<file path="src/rtl/hash_table_pkg.sv">
// rtl/hash_table_pkg.sv - hash-table request field widths, opcode enum and request word struct
package hash_table;

   localparam int KEY_WIDTH      = 32;
   localparam int VALUE_WIDTH    = 32;
   localparam int BUCKET_WIDTH   = 10;
   localparam int HEAD_PTR_WIDTH = 16;

   typedef enum logic [1:0] {
      HT_OP_SEARCH = 2'd0,
      HT_OP_INSERT = 2'd1,
      HT_OP_DELETE = 2'd2,
      HT_OP_UPDATE = 2'd3
   } ht_opcode_t;

   typedef struct packed {
      logic [KEY_WIDTH-1:0]      key;
      logic [VALUE_WIDTH-1:0]    value;
      ht_opcode_t                opcode;
      logic [BUCKET_WIDTH-1:0]   bucket;
      logic [HEAD_PTR_WIDTH-1:0] head_ptr;
      logic                      head_ptr_val;
   } ht_req_t;

endpackage

</file>
<file path="src/rtl/ht_rr_arb.sv">
// rtl/ht_rr_arb.sv - round-robin grant: first valid requester after rr_ptr_i, modulo N
module ht_rr_arb #(
   parameter int N  = 4,
   localparam int IW = (N > 1) ? $clog2(N) : 1
) (
   input  logic [N-1:0]  valid_i,
   input  logic [IW-1:0] rr_ptr_i,
   output logic [N-1:0]  grant_o,
   output logic [IW-1:0] grant_idx_o,
   output logic          grant_any_o
);

   logic [IW-1:0] cand;

   always_comb begin
      grant_o     = '0;
      grant_idx_o = '0;
      grant_any_o = 1'b0;
      cand        = '0;
      // Walk from farthest to nearest so the nearest valid candidate wins.
      for (int k = N; k >= 1; k--) begin
         cand = IW'((int'(rr_ptr_i) + k) % N);
         if (valid_i[cand]) begin
            grant_idx_o = cand;
            grant_any_o = 1'b1;
         end
      end
      if (grant_any_o) grant_o[grant_idx_o] = 1'b1;
   end

endmodule

</file>
<file path="src/rtl/ht_req_arb.sv">
// rtl/ht_req_arb.sv - N_CH-way round-robin merge of hash-table requests into a 2-entry skid buffer
// Optional per-channel accept counters under HT_REQ_ARB_STATS_EN.
module ht_req_arb
   import hash_table::*;
#(
   parameter int N_CH  = 4,
   parameter int CNT_W = 32,
   localparam int CH_W = $clog2(N_CH)
) (
   input  logic                             clk,
   input  logic                             rst_n,
   input  logic [N_CH*KEY_WIDTH-1:0]        in_key,
   input  logic [N_CH*VALUE_WIDTH-1:0]      in_value,
   input  ht_opcode_t [N_CH-1:0]            in_opcode,
   input  logic [N_CH*BUCKET_WIDTH-1:0]     in_bucket,
   input  logic [N_CH*HEAD_PTR_WIDTH-1:0]   in_head_ptr,
   input  logic [N_CH-1:0]                  in_head_ptr_val,
   input  logic [N_CH-1:0]                  in_valid,
   output logic [N_CH-1:0]                  in_ready,
   output logic [KEY_WIDTH-1:0]             out_key,
   output logic [VALUE_WIDTH-1:0]           out_value,
   output ht_opcode_t                       out_opcode,
   output logic [BUCKET_WIDTH-1:0]          out_bucket,
   output logic [HEAD_PTR_WIDTH-1:0]        out_head_ptr,
   output logic                             out_head_ptr_val,
   output logic [CH_W-1:0]                  out_ch,
   output logic                             out_valid,
   input  logic                             out_ready,
   input  logic                             stat_clr,
   output logic [N_CH*CNT_W-1:0]            stat_cnt
);

   logic [1:0]      cnt_q, cnt_d;
   logic [CH_W-1:0] rr_ptr_q;
   ht_req_t         head_q, head_d, tail_q, tail_d;
   logic [CH_W-1:0] hch_q, hch_d, tch_q, tch_d;
   logic [N_CH-1:0] grant;
   logic [CH_W-1:0] gidx;
   logic            gany;
   ht_req_t         sel_req;
   logic            push, pop;

   ht_rr_arb #(.N(N_CH)) u_rr (
      .valid_i     (in_valid),
      .rr_ptr_i    (rr_ptr_q),
      .grant_o     (grant),
      .grant_idx_o (gidx),
      .grant_any_o (gany)
   );

   always_comb begin
      sel_req              = '0;
      sel_req.key          = in_key[gidx*KEY_WIDTH +: KEY_WIDTH];
      sel_req.value        = in_value[gidx*VALUE_WIDTH +: VALUE_WIDTH];
      sel_req.opcode       = in_opcode[gidx];
      sel_req.bucket       = in_bucket[gidx*BUCKET_WIDTH +: BUCKET_WIDTH];
      sel_req.head_ptr     = in_head_ptr[gidx*HEAD_PTR_WIDTH +: HEAD_PTR_WIDTH];
      sel_req.head_ptr_val = in_head_ptr_val[gidx];
   end

   // Ready depends only on registered occupancy, never on out_ready.
   assign in_ready  = grant & {N_CH{rst_n && (cnt_q != 2'd2)}};
   assign push      = gany && (cnt_q != 2'd2);
   assign out_valid = (cnt_q != 2'd0);
   assign pop       = out_valid && out_ready;

   always_comb begin
      cnt_d  = cnt_q;
      head_d = head_q;
      tail_d = tail_q;
      hch_d  = hch_q;
      tch_d  = tch_q;
      case ({push, pop})
         2'b10: begin
            if (cnt_q == 2'd0) begin
               head_d = sel_req;
               hch_d  = gidx;
            end else begin
               tail_d = sel_req;
               tch_d  = gidx;
            end
            cnt_d = cnt_q + 2'd1;
         end
         2'b01: begin
            if (cnt_q == 2'd2) begin
               head_d = tail_q;
               hch_d  = tch_q;
            end
            cnt_d = cnt_q - 2'd1;
         end
         // Simultaneous push/pop only occurs at cnt==1: new word replaces the head.
         2'b11: begin
            head_d = sel_req;
            hch_d  = gidx;
         end
         default: ;
      endcase
   end

   always_ff @(posedge clk or negedge rst_n) begin
      if (!rst_n) begin
         cnt_q    <= '0;
         rr_ptr_q <= CH_W'(N_CH - 1);
         head_q   <= '0;
         tail_q   <= '0;
         hch_q    <= '0;
         tch_q    <= '0;
      end else begin
         cnt_q  <= cnt_d;
         head_q <= head_d;
         tail_q <= tail_d;
         hch_q  <= hch_d;
         tch_q  <= tch_d;
         if (push) rr_ptr_q <= gidx;
      end
   end

   assign out_key          = head_q.key;
   assign out_value        = head_q.value;
   assign out_opcode       = head_q.opcode;
   assign out_bucket       = head_q.bucket;
   assign out_head_ptr     = head_q.head_ptr;
   assign out_head_ptr_val = head_q.head_ptr_val;
   assign out_ch           = hch_q;

`ifdef HT_REQ_ARB_STATS_EN
   logic [CNT_W-1:0] stat_q [N_CH];

   // Clear has priority over a same-cycle accept; counts saturate at all-ones.
   always_ff @(posedge clk or negedge rst_n) begin
      if (!rst_n) begin
         for (int i = 0; i < N_CH; i++) stat_q[i] <= '0;
      end else if (stat_clr) begin
         for (int i = 0; i < N_CH; i++) stat_q[i] <= '0;
      end else if (push && (stat_q[gidx] != '1)) begin
         stat_q[gidx] <= stat_q[gidx] + 1'b1;
      end
   end

   always_comb begin
      stat_cnt = '0;
      for (int i = 0; i < N_CH; i++) stat_cnt[i*CNT_W +: CNT_W] = stat_q[i];
   end
`else
   logic unused_stat_clr;
   assign unused_stat_clr = stat_clr;
   assign stat_cnt        = '0;
`endif

endmodule

</file>
<file path="config.mk">
export PLATFORM = sky130hd
export DESIGN_NAME = ht_req_arb
export DESIGN_NICKNAME = d
export VERILOG_FILES = /design/src/rtl/hash_table_pkg.sv /design/src/rtl/ht_rr_arb.sv /design/src/rtl/ht_req_arb.sv
export SDC_FILE = /design/constraint.sdc
export NUM_CORES = 1
export LEC_CHECK = 0
export CAP_MARGIN = 40
export CORE_AREA = 4 4 236 238
export DETAILED_ROUTE_END_ITERATION = 6
export DIE_AREA = 0 0 240 242
export PLACE_DENSITY = 0.59
export SYNTH_ARGS = -nofsm -noshare
export SYNTH_HDL_FRONTEND = slang
export SYNTH_HIERARCHICAL = 1
export SYNTH_SLANG_ARGS = --single-unit
</file>
<file path="constraint.sdc">
create_clock -name clk -period 3.2 [get_ports clk]
set_input_delay 0.64 -clock clk [delete_from_list [all_inputs] [get_ports clk]]
set_output_delay 0.64 -clock clk [all_outputs]
set_load 0.01 [all_outputs]
</file>
## Word level (Yosys, flattened, before mapping)

Index checks and enable logic that the tools add are counted.

- Bits of input ports: 380
- Output and inout port bits: 228
- Flip-flop bits (word level): 194

- Multipliers: 1
- Bitwise logic cells: 2
- $add $sub $neg: 6
- $lt $le $gt $ge: 6
- Multiplexer cells: 30
- Reductions and logical operators: 10
- Shifts and indexed selects: 4
- Equal/unequal tests: 7

Operators with widths:

| cell | count |
|---|---|
| case mux 93 bit (3 select lines) | 1 |
| variable part select 128 x 8 -> 32 bit | 2 |
| 2-to-1 mux 93 bit | 2 |
| variable part select 64 x 7 -> 16 bit | 1 |
| variable part select 40 x 7 -> 10 bit | 1 |
| < comparator 2 x 3 -> 1 bit (second input constant) | 5 |
| 2-to-1 mux 2 bit | 7 |
| binary-select mux 1 bit (select 2 bit) | 5 |
| 2-to-1 mux 1 bit | 10 |
| adder 2 x 1 -> 2 bit (second input constant) | 3 |
| == test 2 bit (second input constant) | 3 |
| inequality test 2 bit (second input constant) | 3 |
| case mux 2 bit (3 select lines) | 1 |
| multiplier 2 x 3 -> 5 bit (second input constant) | 1 |
| adder 2 bit (second input constant) | 2 |
| bitwise AND 4 bit | 1 |
| binary-select mux 2 bit (select 2 bit) | 1 |
| logical AND 1 bit | 4 |
| 2-to-1 mux 4 bit | 1 |
| case mux 2 bit (2 select lines) | 1 |
| nonzero test 2 bit | 2 |
| AND reduction 3 bit | 1 |
| nonzero test 3 bit | 1 |
| demux 1 bit (select 2 bit) | 1 |
| 6 further kinds | 6 |

## Longest topological paths before layout

Gate-level depths: netlist of the first run.

- Word-level depth: 13
- Mapped depth: 12
- Depth with buffers taken out: 8

## By module

Netlist of the first run, hierarchy kept.

Modules (own cells, without submodules):

| module | seq. area each (um^2) | instances | area each (um^2) | cells an instance |
|---|---|---|---|---|
| ht_req_arb | 4857.2 | 1 | 13227.7 | 1418 |
| ht_rr_arb | 0.0 | 1 | 219.0 | 32 |

## Worst setup path before layout of the first run

OpenSTA, ideal clock, no wires.

- Kind: input -> register
- Start: input port in_valid[3]
- End: register head_q, in the netlist out_key[0]
- Data required time: 3.075 ns
- Cell stages on the path: 9
- Setup slack: 0.500 ns
- Arrival time: 2.576 ns
- Path through: buf_2 nand2b_4 a22o_1 a211oi_2 buf_2 clkbuf_1 mux2_2 o221a_2 mux2_2

RTL lines:

| element | RTL line | text |
|---|---|---|
| from (decl) | ht_req_arb.sv:18 | `input logic [N_CH-1:0] in_valid,` |
| binary-select mux 1 bit (select 2 bit) | ht_rr_arb.sv:23 | `if (valid_i[cand]) begin` |
| 2-to-1 mux 1 bit (implied by the code) | ht_rr_arb.sv:23 |  |
| 2-to-1 mux 2 bit (3 in series) | ht_rr_arb.sv:23 |  |
| 2-to-1 mux 2 bit * | ht_rr_arb.sv:23 |  |
| via gidx[1] | ht_req_arb.sv:38 | `logic [CH_W-1:0] gidx;` |
| variable part select 128 x 8 -> 32 bit * | ht_req_arb.sv:53 | `sel_req.key = in_key[gidx*KEY_WIDTH +: KEY_WIDTH];` |
| 2-to-1 mux 93 bit | ht_req_arb.sv:75 | `if (cnt_q == 2'd0) begin` |
| case mux 93 bit (3 select lines) * | ht_req_arb.sv:73 | `case ({push, pop})` |
| to (signal assigned) | ht_req_arb.sv:104 | `head_q <= '0;` |
| to (signal assigned) | ht_req_arb.sv:110 | `head_q <= head_d;` |
| to (decl) | ht_req_arb.sv:35 | `ht_req_t head_q, head_d, tail_q, tail_d;` |

Mark *: on every way through the listed nets, which the timed path passes. The rest lies on a longest branch. The select of a mux whose other input is x is not followed.
A chain may end at the register's enable or synchronous reset.

## Worst setup path in the final report of the first run

- Start: input port in_valid[3]
- End: output port in_ready[1]

- Word-level cells in the longest chain between the ends: 12

RTL lines:

| element | RTL line | text |
|---|---|---|
| binary-select mux 1 bit (select 2 bit) | ht_rr_arb.sv:23 |  |
| 2-to-1 mux 1 bit (implied by the code) | ht_rr_arb.sv:23 |  |
| 2-to-1 mux 2 bit (4 in series) | ht_rr_arb.sv:23 |  |
| < comparator 2 x 3 -> 1 bit (implied by the code) or >= comparator 2 x 1 -> 1 bit (tied branches) | ht_rr_arb.sv:28 | `if (grant_any_o) grant_o[grant_idx_o] = 1'b1;` |
| logical AND 1 bit (implied by the code) | ht_rr_arb.sv:28 |  |
| 2-to-1 mux 1 bit (implied by the code) | ht_rr_arb.sv:28 |  |
| demux 1 bit (select 2 bit) | -- |  |
| 2-to-1 mux 4 bit * | ht_rr_arb.sv:28 |  |
| via grant[1] | ht_req_arb.sv:37 | `logic [N_CH-1:0] grant;` |
| bitwise AND 4 bit * | ht_req_arb.sv:62 | `assign in_ready = grant & {N_CH{rst_n && (cnt_q != 2'd2)}};` |
| to (decl) | ht_req_arb.sv:19 | `output logic [N_CH-1:0] in_ready,` |

Marked as above.

==> results.rst, run 1 <==
.. list-table::
   :header-rows: 1

   * - Metric
     - Value
   * - Fraction of registers with async set/reset
     - between 90% and 100%
   * - CTS tree
     - built
   * - GRT Overall Usage
     - 15.7%
   * - Width of the die
     - between 200 and 250 um
   * - Vertical extent of the die
     - between 200 and 250 um
   * - Internal
     - between 10 and 15 mW
   * - Via count of the first global-routing pass
     - 12500
   * - Met2 Usage GRT
     - 28.0%
   * - Min-Delay Path Class
     - reg -> reg
   * - Startpoint type of the worst setup path
     - input pin
   * - Most Crowded Layer GR
     - met2
   * - Time the worst path needs with I/O delays and setup
     - 3.10 ns
   * - HP Start
     - tail_q[52]
   * - Setup TNS
     - 0 ns
   * - Share of cells above drive strength 1
     - 16.4%
   * - Number of max-cap violations
     - 0
   * - Most common cell in the synthesized netlist
     - sky130_fd_sc_hd__nand2_1
   * - Wire length of the first global-routing pass
     - about 70000 um
   * - Post-synth EDFFs
     - 0
   * - Skew-Pair Late Insertion Delay
     - 0.48 ns
   * - Mean area per synthesized cell
     - 9.27 um2
   * - Number of filler cells placed in the layout
     - 5391
   * - Area of combinational cells with multiple inputs
     - 7310 um2
   * - Pin count of the biggest net entering global routing
     - 125
   * - Data required time of the worst path
     - 2.56 ns
   * - Gate count after technology mapping
     - approximately 1500
   * - Area growth, synth to finish
     - 48.4%
   * - Setup Skew
     - about 0.011 ns
   * - DR vias/cell
     - 4.50
   * - Capture instance of the worst register-to-register path
     - out_opcode[0]
   * - Cell variety after synth
     - 47
   * - Net switching power
     - 7.47 mW
   * - CORE AREA
     - between 50000 and 60000 um2
   * - Power share of the combinational group
     - 64.0%
   * - Final Net Count
     - 2353
   * - Buffers from clock root to sink, at most
     - 2
   * - Count of clock tree sinks
     - 194
   * - Sequential cell fraction of total power
     - between 20% and 30%
   * - Highest fanout seen on the critical path
     - 8
   * - Wirelength per Cell
     - 17.6 um
   * - Clock Root Buffer
     - sky130_fd_sc_hd__clkbuf_16
   * - Top cells by instance count after synthesis
     - 226 x sky130_fd_sc_hd__nand2_1, 192 x sky130_fd_sc_hd__dfrtp_1, 136 x sky130_fd_sc_hd__buf_4
   * - Quantity of I/O buffers inserted on ports
     - 478
   * - Initial Util
     - 25.1%
   * - Number of synthesized register bits
     - around 190
   * - Worst Setup Path Type
     - in -> out
   * - Synth top area share
     - 35.7%
   * - Final setup violating endpoints
     - 0
   * - Post-synthesis instance area
     - 13400 um2
   * - Total number of vias
     - 12000
   * - Ys Warns
     - 6
   * - RePlAce Congestion
     - approximately 0.81
   * - Final WL
     - 47200 um
   * - Total die area
     - 58100 um2
   * - Largest vdd supply drop
     - 440 uV
   * - Detailed placer's ending HPWL
     - between 30000 and 40000 um
   * - DRC violations left
     - 0
   * - Initial antenna violation count
     - 1
   * - Util after Layout
     - 37.2%
   * - Tightest slew margin relative to the limit
     - 51.8%
   * - Setup crit end kind
     - primary output
   * - Number of nets with antenna violations after detailed routing
     - 0
   * - Fraction of power spent switching nets
     - 40.0%
   * - Clk network pwr share
     - 11.7%
   * - Clock transition at the register clock pins on the worst setup and hold paths after CTS
     - 0.07 ns
   * - H-tree levels
     - 4
   * - Pin slew with the least headroom to its limit
     - 0.723 ns
   * - Worst hold endpoint
     - tail_q[52]
   * - Worst setup slack for register-to-register paths
     - 0.60 ns
   * - Highest Clock Rate
     - 0.322 GHz
   * - Pwr/cell area
     - approximately 940 nW/um2
   * - Met3 Use GR
     - roughly 3.7%
   * - Startpoint of the lowest-slack register-to-register path
     - rr_ptr_q[0]
   * - Number of instances on the worst hold path
     - 2
   * - 1st-pass router iterations
     - 5
   * - Total leakage power
     - 8.61 nW
   * - Num CTS Buffers
     - 17
   * - Share of the clock period used by the worst path after layout
     - 97.0%
   * - Initial detailed-routing violation count
     - 541
   * - Synth area leaders
     - sky130_fd_sc_hd__dfrtp_1 36%, sky130_fd_sc_hd__buf_4 7.6%, sky130_fd_sc_hd__mux2i_1 7.0%, sky130_fd_sc_hd__mux2_2 7.0%, sky130_fd_sc_hd__nand2_1 6.3%
   * - Met1 track demand over resource in global routing
     - 18.0%
   * - Residual overflow from global routing
     - 0
   * - Area taken by flip-flops and latches
     - 4860 um2
   * - Fin. max-slew vios
     - 0
   * - Cell type contributing the most total cell area after synthesis
     - sky130_fd_sc_hd__dfrtp_1
   * - Depth of the worst register-to-register path
     - 9
   * - Primary FF master, synth
     - sky130_fd_sc_hd__dfrtp_1
   * - Data arrival time of the critical path
     - 2.46 ns
   * - Outcome
     - complete, no violations
   * - Count of boundary I/O pins
     - between 600 and 700
   * - Cell row count
     - 85
   * - Setup repair after global routing missed its margin
     - no
   * - Final Hold Viols
     - 0
   * - Hold Worst Slack
     - 0.483 ns
   * - Sequential fraction of the synthesis area
     - 36.1%
==> kinds of logic (layout without fill, tap and decap cells) <==
family,Yosys count,in the layout,share of synthesized area (%)
simple gates,420,420,14.9
buf+inv,305,711,13.5
compound gates,296,296,15.8
mux,228,228,19.3
flops,194,194,36.1
fa+ha+maj,3,3,0.279
xor+xnor,3,3,0.195
other cells,1,129,0.0279
==> state kept, by name, summed over array words and instances, names as in the netlist <==
signal            count
out_ch                2
out_value            32
out_head_ptr_val      1
tch_q                 2
out_opcode            2
rr_ptr_q              2
out_bucket           10
tail_q               93
cnt_q                 2
out_head_ptr         16
out_key              32
==> power groups by stage <==
stage | sequential, mW | clock, mW | combinational (mW)
floorplan | 4.69 | 0 | 7.25
global placement | 4.54 | 0 | 11.9
detailed placement | 4.59 | 0 | 12.1
CTS | 4.56 | 2.29 | 12.1
global route | 4.72 | 2.37 | 13.1
finish | 4.54 | 2.19 | 12.0
==> metrics by stage <==
step,worst slack (ns),power (mW),instances,area (um2)
3_5_place_dp,-0.141,16.7,2644,19400
5_1_grt,0.0337,20.2,2680,20000
3_3_place_gp,-0.103,16.4,2643,19300
4_1_cts,0.0595,19.0,2677,19900
2_1_floorplan,0.500,11.9,1577,13900
6_report,0.0958,18.7,2680,20000
==> placed cells by master, fill, tap and decap left out, drive strengths merged, types with 4 or more instances in the layout <==
cell / Yosys / layout
o21ai: 128 / 128
buf: 189 / 136
clkinv: 1 / 5
dfrtp: 192 / 192
and3: 4 / 4
mux2i: 94 / 94
and2: 59 / 59
nand2: 226 / 226
clkdlybuf4s50: 0 / 477
conb: 1 / 128
inv: 63 / 67
nor3: 58 / 58
nor2b: 61 / 61
clkbuf: 52 / 20
o221a: 36 / 36
a21oi: 4 / 4
mux2: 134 / 134
a221oi: 59 / 59
nand2b: 5 / 5
o31ai: 58 / 58
clkinvlp: 0 / 4
==> worst max path at each step <==
stage	endpoint	slack, ns	start	cells past startpoint
detailed placement	out_opcode[0]	-0.14	in_valid[3]	10
floorplan	out_key[0]	0.50	in_valid[3]	9
finish	in_ready[1]	0.1	in_valid[3]	7
CTS	in_ready[2]	0.06	rr_ptr_q[0]	5
global placement	out_value[19]	-0.10	in_valid[3]	11
global route	in_ready[1]	0.03	in_valid[3]	7
==> timing repair <==
item	4_1_cts	5_1_grt
hold buffers	1	0
hold endpoints to repair	3	0
setup endpoints to repair	0	1
buffers inserted	0	2
resized for setup	0	1
==> layer usage <==
metal	part of all wire, %	routed length [um]	up-vias
li1	-	-	5869
met3	6.9	3270	52
met1	39	18600	5691
met2	51	24100	436
met4	2.6	1200	0
met5	0	0	-
==> layout make-up <==
class / instances / area share, %
multi-input cells: 1078 / 36.6
repair buffers: 615 / 30.6
flip-flops and latches: 194 / 24.3
well taps: 696 / 4.36
clock buffers: 19 / 2.22
inverters: 64 / 1.20
clock inverters: 13 / 0.639
diodes: 1 / 0.0125
==> critical path, stage by stage <==
cell and delay (ns):
sky130_fd_sc_hd__clkdlybuf4s50_1 0.50, sky130_fd_sc_hd__buf_4 0.21, sky130_fd_sc_hd__a2bb2oi_1 0.14, sky130_fd_sc_hd__o22ai_1 0.14, sky130_fd_sc_hd__and2_1 0.13, sky130_fd_sc_hd__and3_1 0.14, sky130_fd_sc_hd__clkdlybuf4s50_1 0.56
No activity file was read; power rests on OpenSTA's default activity.
==> run 2, diff against run 1 <==
Settings changed: CAP_MARGIN 40 to not set.
==> results.rst, run 2 (same netlist as run 1, synthesis figures left out) <==
.. list-table::
   :header-rows: 1

   * - Metric
     - Value
   * - Final Net Count
     - 2352 (-0.042%)
   * - Final std cell area, no fill
     - 19900 um2 (-0.16%)
   * - H-tree levels
     - 4 (unchanged)
   * - Internal
     - 11.2 mW (about the same)
   * - Final setup violating endpoints
     - 0 (unchanged)
   * - Final Hold Viols
     - 0 (unchanged)
   * - Setup Skew
     - 0.00778 ns (-0.00332 ns)
   * - Largest vdd supply drop
     - 442 uV (+0.53%)
   * - Wire length of the first global-routing pass
     - 71400 um (+0.77%)
   * - Clk network pwr share
     - 11.6% (about the same)
   * - Flip-flop count of the largest register, all copies and words added
     - 93 (unchanged)
   * - Buffers from clock root to sink, at most
     - 2 (unchanged)
   * - Leading cell type in the layout, fill and taps excluded
     - sky130_fd_sc_hd__clkdlybuf4s50_1
   * - Outcome
     - complete, no violations
   * - Pin count of the biggest net entering global routing
     - 125 (unchanged)
   * - Total number of vias
     - 12100 (+0.27%)
   * - Wirelength per Cell
     - 17.7 um (+0.29%)
   * - Fraction of power spent switching nets
     - 40.0% (about the same)
   * - CTS tree
     - built
   * - HP Start
     - tail_q[31]
   * - Antenna diode instance count
     - 0 (-1)
   * - Data required time of the worst path
     - 2.56 ns (about the same)
   * - Worst path cell trace
     - clkdlybuf4s50_1, buf_4, a2bb2oi_1, o22ai_1, and2_1, and3_1, clkdlybuf4s50_1
   * - Time the worst path needs with I/O delays and setup
     - 3.11 ns (+0.00778 ns)
   * - Number of nets with antenna violations after detailed routing
     - 0 (unchanged)
   * - Pin slew with the least headroom to its limit
     - 0.857 ns (+0.134 ns)
   * - Highest fanout seen on the critical path
     - 8 (unchanged)
   * - Most frequent cells in the layout
     - 477 x sky130_fd_sc_hd__clkdlybuf4s50_1, 225 x sky130_fd_sc_hd__nand2_1, 192 x sky130_fd_sc_hd__dfrtp_1
   * - CORE AREA
     - 53600 um2 (unchanged)
   * - Worst Setup Path Type
     - in -> out
   * - Register with the highest flop count
     - tail_q
   * - Setup repair after global routing missed its margin
     - no
   * - Startpoint type of the worst setup path
     - input pin
   * - Power share of the combinational group
     - 64.1% (about the same)
   * - Clock Root Buffer
     - sky130_fd_sc_hd__clkbuf_16
   * - Total leakage power
     - 8.61 nW (about the same)
   * - Initial antenna violation count
     - 0 (-1)
   * - GRT Overall Usage
     - 15.8% (+0.088 points)
   * - Data arrival time of the critical path
     - 2.47 ns (about the same)
   * - Clock transition at the register clock pins on the worst setup and hold paths after CTS
     - 0.07 ns (about the same)
   * - Detailed placer's ending HPWL
     - 35500 um (about the same)
   * - Initial detailed-routing violation count
     - 459 (-15%)
   * - Number of max-cap violations
     - 0 (unchanged)
   * - Slowest-stage cell, CP
     - sky130_fd_sc_hd__clkdlybuf4s50_1
   * - Total die area
     - 58100 um2 (unchanged)
   * - Num CTS Buffers
     - 17 (unchanged)
   * - Area after DPL
     - 19300 um2 (-0.14%)
   * - Crit-path max cell delay
     - 0.56 ns (about the same)
   * - DR vias/cell
     - 4.51 (+0.35%)
   * - Net switching power
     - 7.48 mW (+0.10%)
   * - Residual overflow from global routing
     - 0 (unchanged)
   * - Quantity of I/O buffers inserted on ports
     - 478 (unchanged)
   * - Final WL
     - 47300 um (+0.21%)
   * - Highest Clock Rate
     - 0.321 GHz (-0.25%)
   * - RePlAce Congestion
     - 0.813 (unchanged)
   * - WP buf/inv
     - 3 (unchanged)
   * - Cell total after placement
     - 2643 (-0.038%)
   * - Sequential cell fraction of total power
     - 24.3% (about the same)
   * - Pwr/cell area
     - 938 nW/um2 (+0.16%)
   * - Via count of the first global-routing pass
     - 12500 (+0.088%)
   * - Worst setup path startpoint
     - in_valid[3]
   * - Width of the die
     - 240 um (unchanged)
   * - DRC violations left
     - 0 (unchanged)
   * - Initial Util
     - 25.1% (unchanged)
   * - Area growth, synth to finish
     - 48.2%
   * - Share of cells above drive strength 1
     - 16.4% (about the same)
   * - Number of filler cells placed in the layout
     - 5414 (+0.43%)
   * - Most prevalent standard cell on the critical path
     - sky130_fd_sc_hd__clkdlybuf4s50_1
   * - Fin. max-slew vios
     - 0 (unchanged)
   * - Total power of the final layout
     - 18.7 mW (about the same)
   * - 1st-pass router iterations
     - 4 (-1)
   * - Min-Delay Path Class
     - reg -> reg
   * - Cell row count
     - 85 (unchanged)
   * - Tightest slew margin relative to the limit
     - 42.9% (-8.9 points)
   * - Count of clock tree sinks
     - 194 (unchanged)
   * - Startpoint of the lowest-slack register-to-register path
     - rr_ptr_q[0]
   * - Post-Layout Cell Count
     - 2678 (-0.075%)
   * - Hold Worst Slack
     - 0.483 ns (-0.000213 ns)
   * - Skew-Pair Late Insertion Delay
     - 0.48 ns (about the same)
   * - Critical path's top delay family
     - buffers and inverters
   * - Setup crit end kind
     - primary output
   * - Count of boundary I/O pins
     - 608 (unchanged)
   * - Share of the clock period used by the worst path after layout
     - 97.2% (+0.24 points)
   * - Vertical extent of the die
     - 242 um (unchanged)
## run 2: path summary, 6_finish.rpt
check | to | slack [ns] | cells past startpoint
max in group asynchronous | out_value[22] | 1.48 | 3
min | tail_q[31] | 0.48 | 2
max | in_ready[1] | 0.09 | 7
max reg2reg | out_head_ptr[11] | 0.58 | 9
min reg2reg | tail_q[31] | 0.48 | 2
min in group asynchronous | out_key[27] | 0.66 | 2
## run 2: final cells by class
class	instances	area (um2)	area share (%)
inverter	64	240	1.21
tap	696	871	4.37
multi-input combinational	1078	7310	36.7
sequential	194	4860	24.4
clock inverter	14	130	0.653
timing repair buffer	614	6070	30.5
clock buffer	18	439	2.20
## run 2: worst min-delay path: cells and delay by family (launching register included)
family	cells	cell delay [ns]
AOI/OAI and AO/OA	1	0.06
DFF	1	0.35
and+or+nand+nor	1	0.05
## run 2: timing repair
action                                 4_1_cts  5_1_grt
hold buffers                                 1        0
gates resized for setup                      0        1
buffers inserted                             0        2
endpoints found under the hold margin        3        0
setup endpoints to repair                    0        1
## run 2: metal layers
metal / GRT usage, % / vias up / wire length [um]
met3: 4.21 / 64 / 3200
met1: 18.1 / 5741 / 18800
met4: 6.42 / 0 / 1560
met5: 0 / - / 0
met2: 27.7 / 425 / 23700
li1: - / 5851 / -
## run 2: through the flow
step | utilization (%) | setup WS (ns) | TNS [ns]
2_1_floorplan | - | 0.500 | 0
3_3_place_gp | 36.1 | -0.103 | -0.935
3_5_place_dp | 36.1 | -0.147 | -2.61
4_1_cts | 37.1 | 0.0665 | 0
5_1_grt | 37.2 | 0.0197 | 0
6_report | 37.2 | 0.0880 | 0
## run 2: power by group through the flow
stage / clock, mW / sequential, mW / combinational [mW]
after floorplan: 0 / 4.69 / 7.25
after global placement: 0 / 4.54 / 11.9
after detailed placement: 0 / 4.60 / 12.1
after CTS: 2.29 / 4.56 / 12.1
after global routing: 2.37 / 4.71 / 13.1
final: 2.17 / 4.55 / 12.0
==> run 3, diff against run 2 <==
Settings changed: CAP_MARGIN set to 20, MAX_ROUTING_LAYER set to met4.
==> results.rst, run 3 (same netlist as run 1, synthesis figures left out) <==
.. list-table::
   :header-rows: 1

   * - Metric
     - Value
   * - Outcome
     - complete, no violations
   * - Largest vdd supply drop
     - 446 uV (+0.77%)
   * - Total number of vias
     - 12100 (+0.12%)
   * - Setup repair after global routing missed its margin
     - no
   * - Via count of the first global-routing pass
     - 12500 (+0.056%)
   * - Worst-case setup margin in the final layout
     - 0.0891 ns (+0.00114 ns)
   * - Total leakage power
     - 8.61 nW (unchanged)
   * - 1st-pass router iterations
     - 5 (+1)
   * - Area of combinational cells with multiple inputs
     - 7310 um2 (unchanged)
   * - Pin count of the biggest net entering global routing
     - 125 (unchanged)
   * - Highest fanout seen on the critical path
     - 8 (unchanged)
   * - Num CTS Buffers
     - 17 (unchanged)
   * - Detailed-routed wire length on met2
     - 23700 um (about the same)
   * - Leading cell type in the layout, fill and taps excluded
     - sky130_fd_sc_hd__clkdlybuf4s50_1
   * - Setup crit end kind
     - primary output
   * - Total die area
     - 58100 um2 (unchanged)
   * - Fin. max-slew vios
     - 0 (unchanged)
   * - Initial Util
     - 25.1% (unchanged)
   * - Final WL
     - 47400 um (+0.27%)
   * - H-tree levels
     - 4 (unchanged)
   * - Data required time of the worst path
     - 2.56 ns (about the same)
   * - Final setup violating endpoints
     - 0 (unchanged)
   * - Wire length of the first global-routing pass
     - 71400 um (about the same)
   * - Final Hold Viols
     - 0 (unchanged)
   * - Vertical extent of the die
     - 242 um (unchanged)
   * - Register with the highest flop count
     - tail_q
   * - Number of max-cap violations
     - 0 (unchanged)
   * - GRT Overall Usage
     - 16.3% (+0.46 points)
   * - Number of filler cells placed in the layout
     - 5414 (unchanged)
   * - Cell total after placement
     - 2643 (unchanged)
   * - Detailed placer's ending HPWL
     - 35500 um (unchanged)
   * - Antenna diode instance count
     - 0 (unchanged)
   * - RePlAce Congestion
     - 0.825 (+1.5%)
   * - Count of clock tree sinks
     - 194 (unchanged)
   * - Number of nets with antenna violations after detailed routing
     - 0 (unchanged)
   * - Clock Root Buffer
     - sky130_fd_sc_hd__clkbuf_16
   * - Tightest slew margin relative to the limit
     - 41.5% (-1.3 points)
   * - Post-placement setup slack
     - -0.147 ns (unchanged)
   * - Highest Clock Rate
     - 0.321 GHz (about the same)
   * - Buffers from clock root to sink, at most
     - 2 (unchanged)
   * - Time the worst path needs with I/O delays and setup
     - 3.11 ns (-0.00114 ns)
   * - Clock transition at the register clock pins on the worst setup and hold paths after CTS
     - 0.07 ns (about the same)
   * - Quantity of I/O buffers inserted on ports
     - 478 (unchanged)
   * - Skew-Pair Late Insertion Delay
     - 0.48 ns (about the same)
   * - Util after Layout
     - 37.2% (unchanged)
   * - CTS tree
     - built
   * - Setup Skew
     - 0.00853 ns (+0.000746 ns)
   * - Final Net Count
     - 2352 (unchanged)
   * - Highest routed layer
     - met4
   * - Post-Layout Cell Count
     - 2678 (unchanged)
   * - Pwr/cell area
     - 939 nW/um2 (about the same)
   * - Worst Setup Path Type
     - in -> out
   * - Data arrival time of the critical path
     - 2.47 ns (about the same)
   * - Startpoint type of the worst setup path
     - input pin
   * - Most frequent cells in the layout
     - 477 x sky130_fd_sc_hd__clkdlybuf4s50_1, 225 x sky130_fd_sc_hd__nand2_1, 192 x sky130_fd_sc_hd__dfrtp_1
   * - Initial antenna violation count
     - 0 (unchanged)
   * - Width of the die
     - 240 um (unchanged)
   * - Pin slew with the least headroom to its limit
     - 0.877 ns (+0.0199 ns)
   * - DRC violations left
     - 0 (unchanged)
   * - Share of cells above drive strength 1
     - 16.4% (unchanged)
   * - Wirelength per Cell
     - 17.7 um (+0.27%)
   * - Count of boundary I/O pins
     - 608 (unchanged)
   * - Share of the clock period used by the worst path after layout
     - 97.2% (about the same)
   * - Met1 Wirelength
     - 19000 um (+1.3%)
   * - Area taken by flip-flops and latches
     - 4860 um2 (unchanged)
   * - Initial detailed-routing violation count
     - 477 (+3.9%)
   * - Area growth, synth to finish
     - 48.2% (unchanged)
   * - DR vias/cell
     - 4.52 (+0.12%)
   * - Detailed-routed wire length on met3
     - 3080 um (-3.8%)
   * - Flip-flop count of the largest register, all copies and words added
     - 93 (unchanged)
   * - Residual overflow from global routing
     - 0 (unchanged)
   * - Min-Delay Path Class
     - reg -> reg
   * - CORE AREA
     - 53600 um2 (unchanged)
   * - Cell row count
     - 85 (unchanged)
## run 3: cell counts in the layout (fill, tap and decap cells not counted)
Identical to the previous run, type by type.
## run 3: what timing repair did
action,CTS,global route
setup endpoints to repair,0,1
setup buffers,0,2
hold buffers,1,0
gates resized for setup,0,1
endpoints found under the hold margin,3,0
## run 3: worst max-delay path, stage by stage
cell and delay [ns]:
sky130_fd_sc_hd__clkdlybuf4s50_1 0.50, sky130_fd_sc_hd__buf_4 0.21, sky130_fd_sc_hd__a2bb2oi_1 0.14, sky130_fd_sc_hd__o22ai_1 0.15
sky130_fd_sc_hd__and2_1 0.13, sky130_fd_sc_hd__and3_1 0.14, sky130_fd_sc_hd__clkdlybuf4s50_1 0.56
## run 3: report_power, final
group / internal (mW) / switching [mW] / leakage (nW)
Clock: 1.10 / 1.07 / 0.276
Combinational: 6.29 / 5.68 / 6.04
Sequential: 3.81 / 0.734 / 2.29
## run 3: worst paths after layout
check,start,endpoint,slack (ns),cells after the start
worst max-delay path,in_valid[3],in_ready[1],0.09,7
worst min-delay path,tail_q[31],tail_q[31],0.48,2
worst max register to register,rr_ptr_q[0],out_head_ptr[11],0.58,9
worst min register to register,tail_q[31],tail_q[31],0.48,2
max in group asynchronous,rst_n,out_value[22],1.45,3
min in group asynchronous,rst_n,out_key[27],0.67,2
## run 3: per-stage QoR
stage	setup TNS (ns)	area [um2]	hold slack [ns]	power [mW]
after floorplan	0	13900	0.344	11.9
after global placement	-0.935	19300	0.462	16.4
after detailed placement	-2.61	19300	0.470	16.7
after CTS	0	19900	0.488	19.0
after global routing	0	19900	0.509	20.2
final	0	19900	0.483	18.7
## run 3: area by class of cell
class / instances / area share (%)
clock buffer: 18 / 2.20
clock inverter: 14 / 0.653
inverter: 64 / 1.21
multi-input combinational: 1078 / 36.7
sequential: 194 / 24.4
tap: 696 / 4.37
timing repair buffer: 614 / 30.5
## run 3: metal layers
metal | track usage [%] | vias up
met2 | 27.7 | 426
met4 | 6.42 | 0
met5 | - | -
met3 | 4.00 | 65
met1 | 18.3 | 5751
li1 | - | 5854
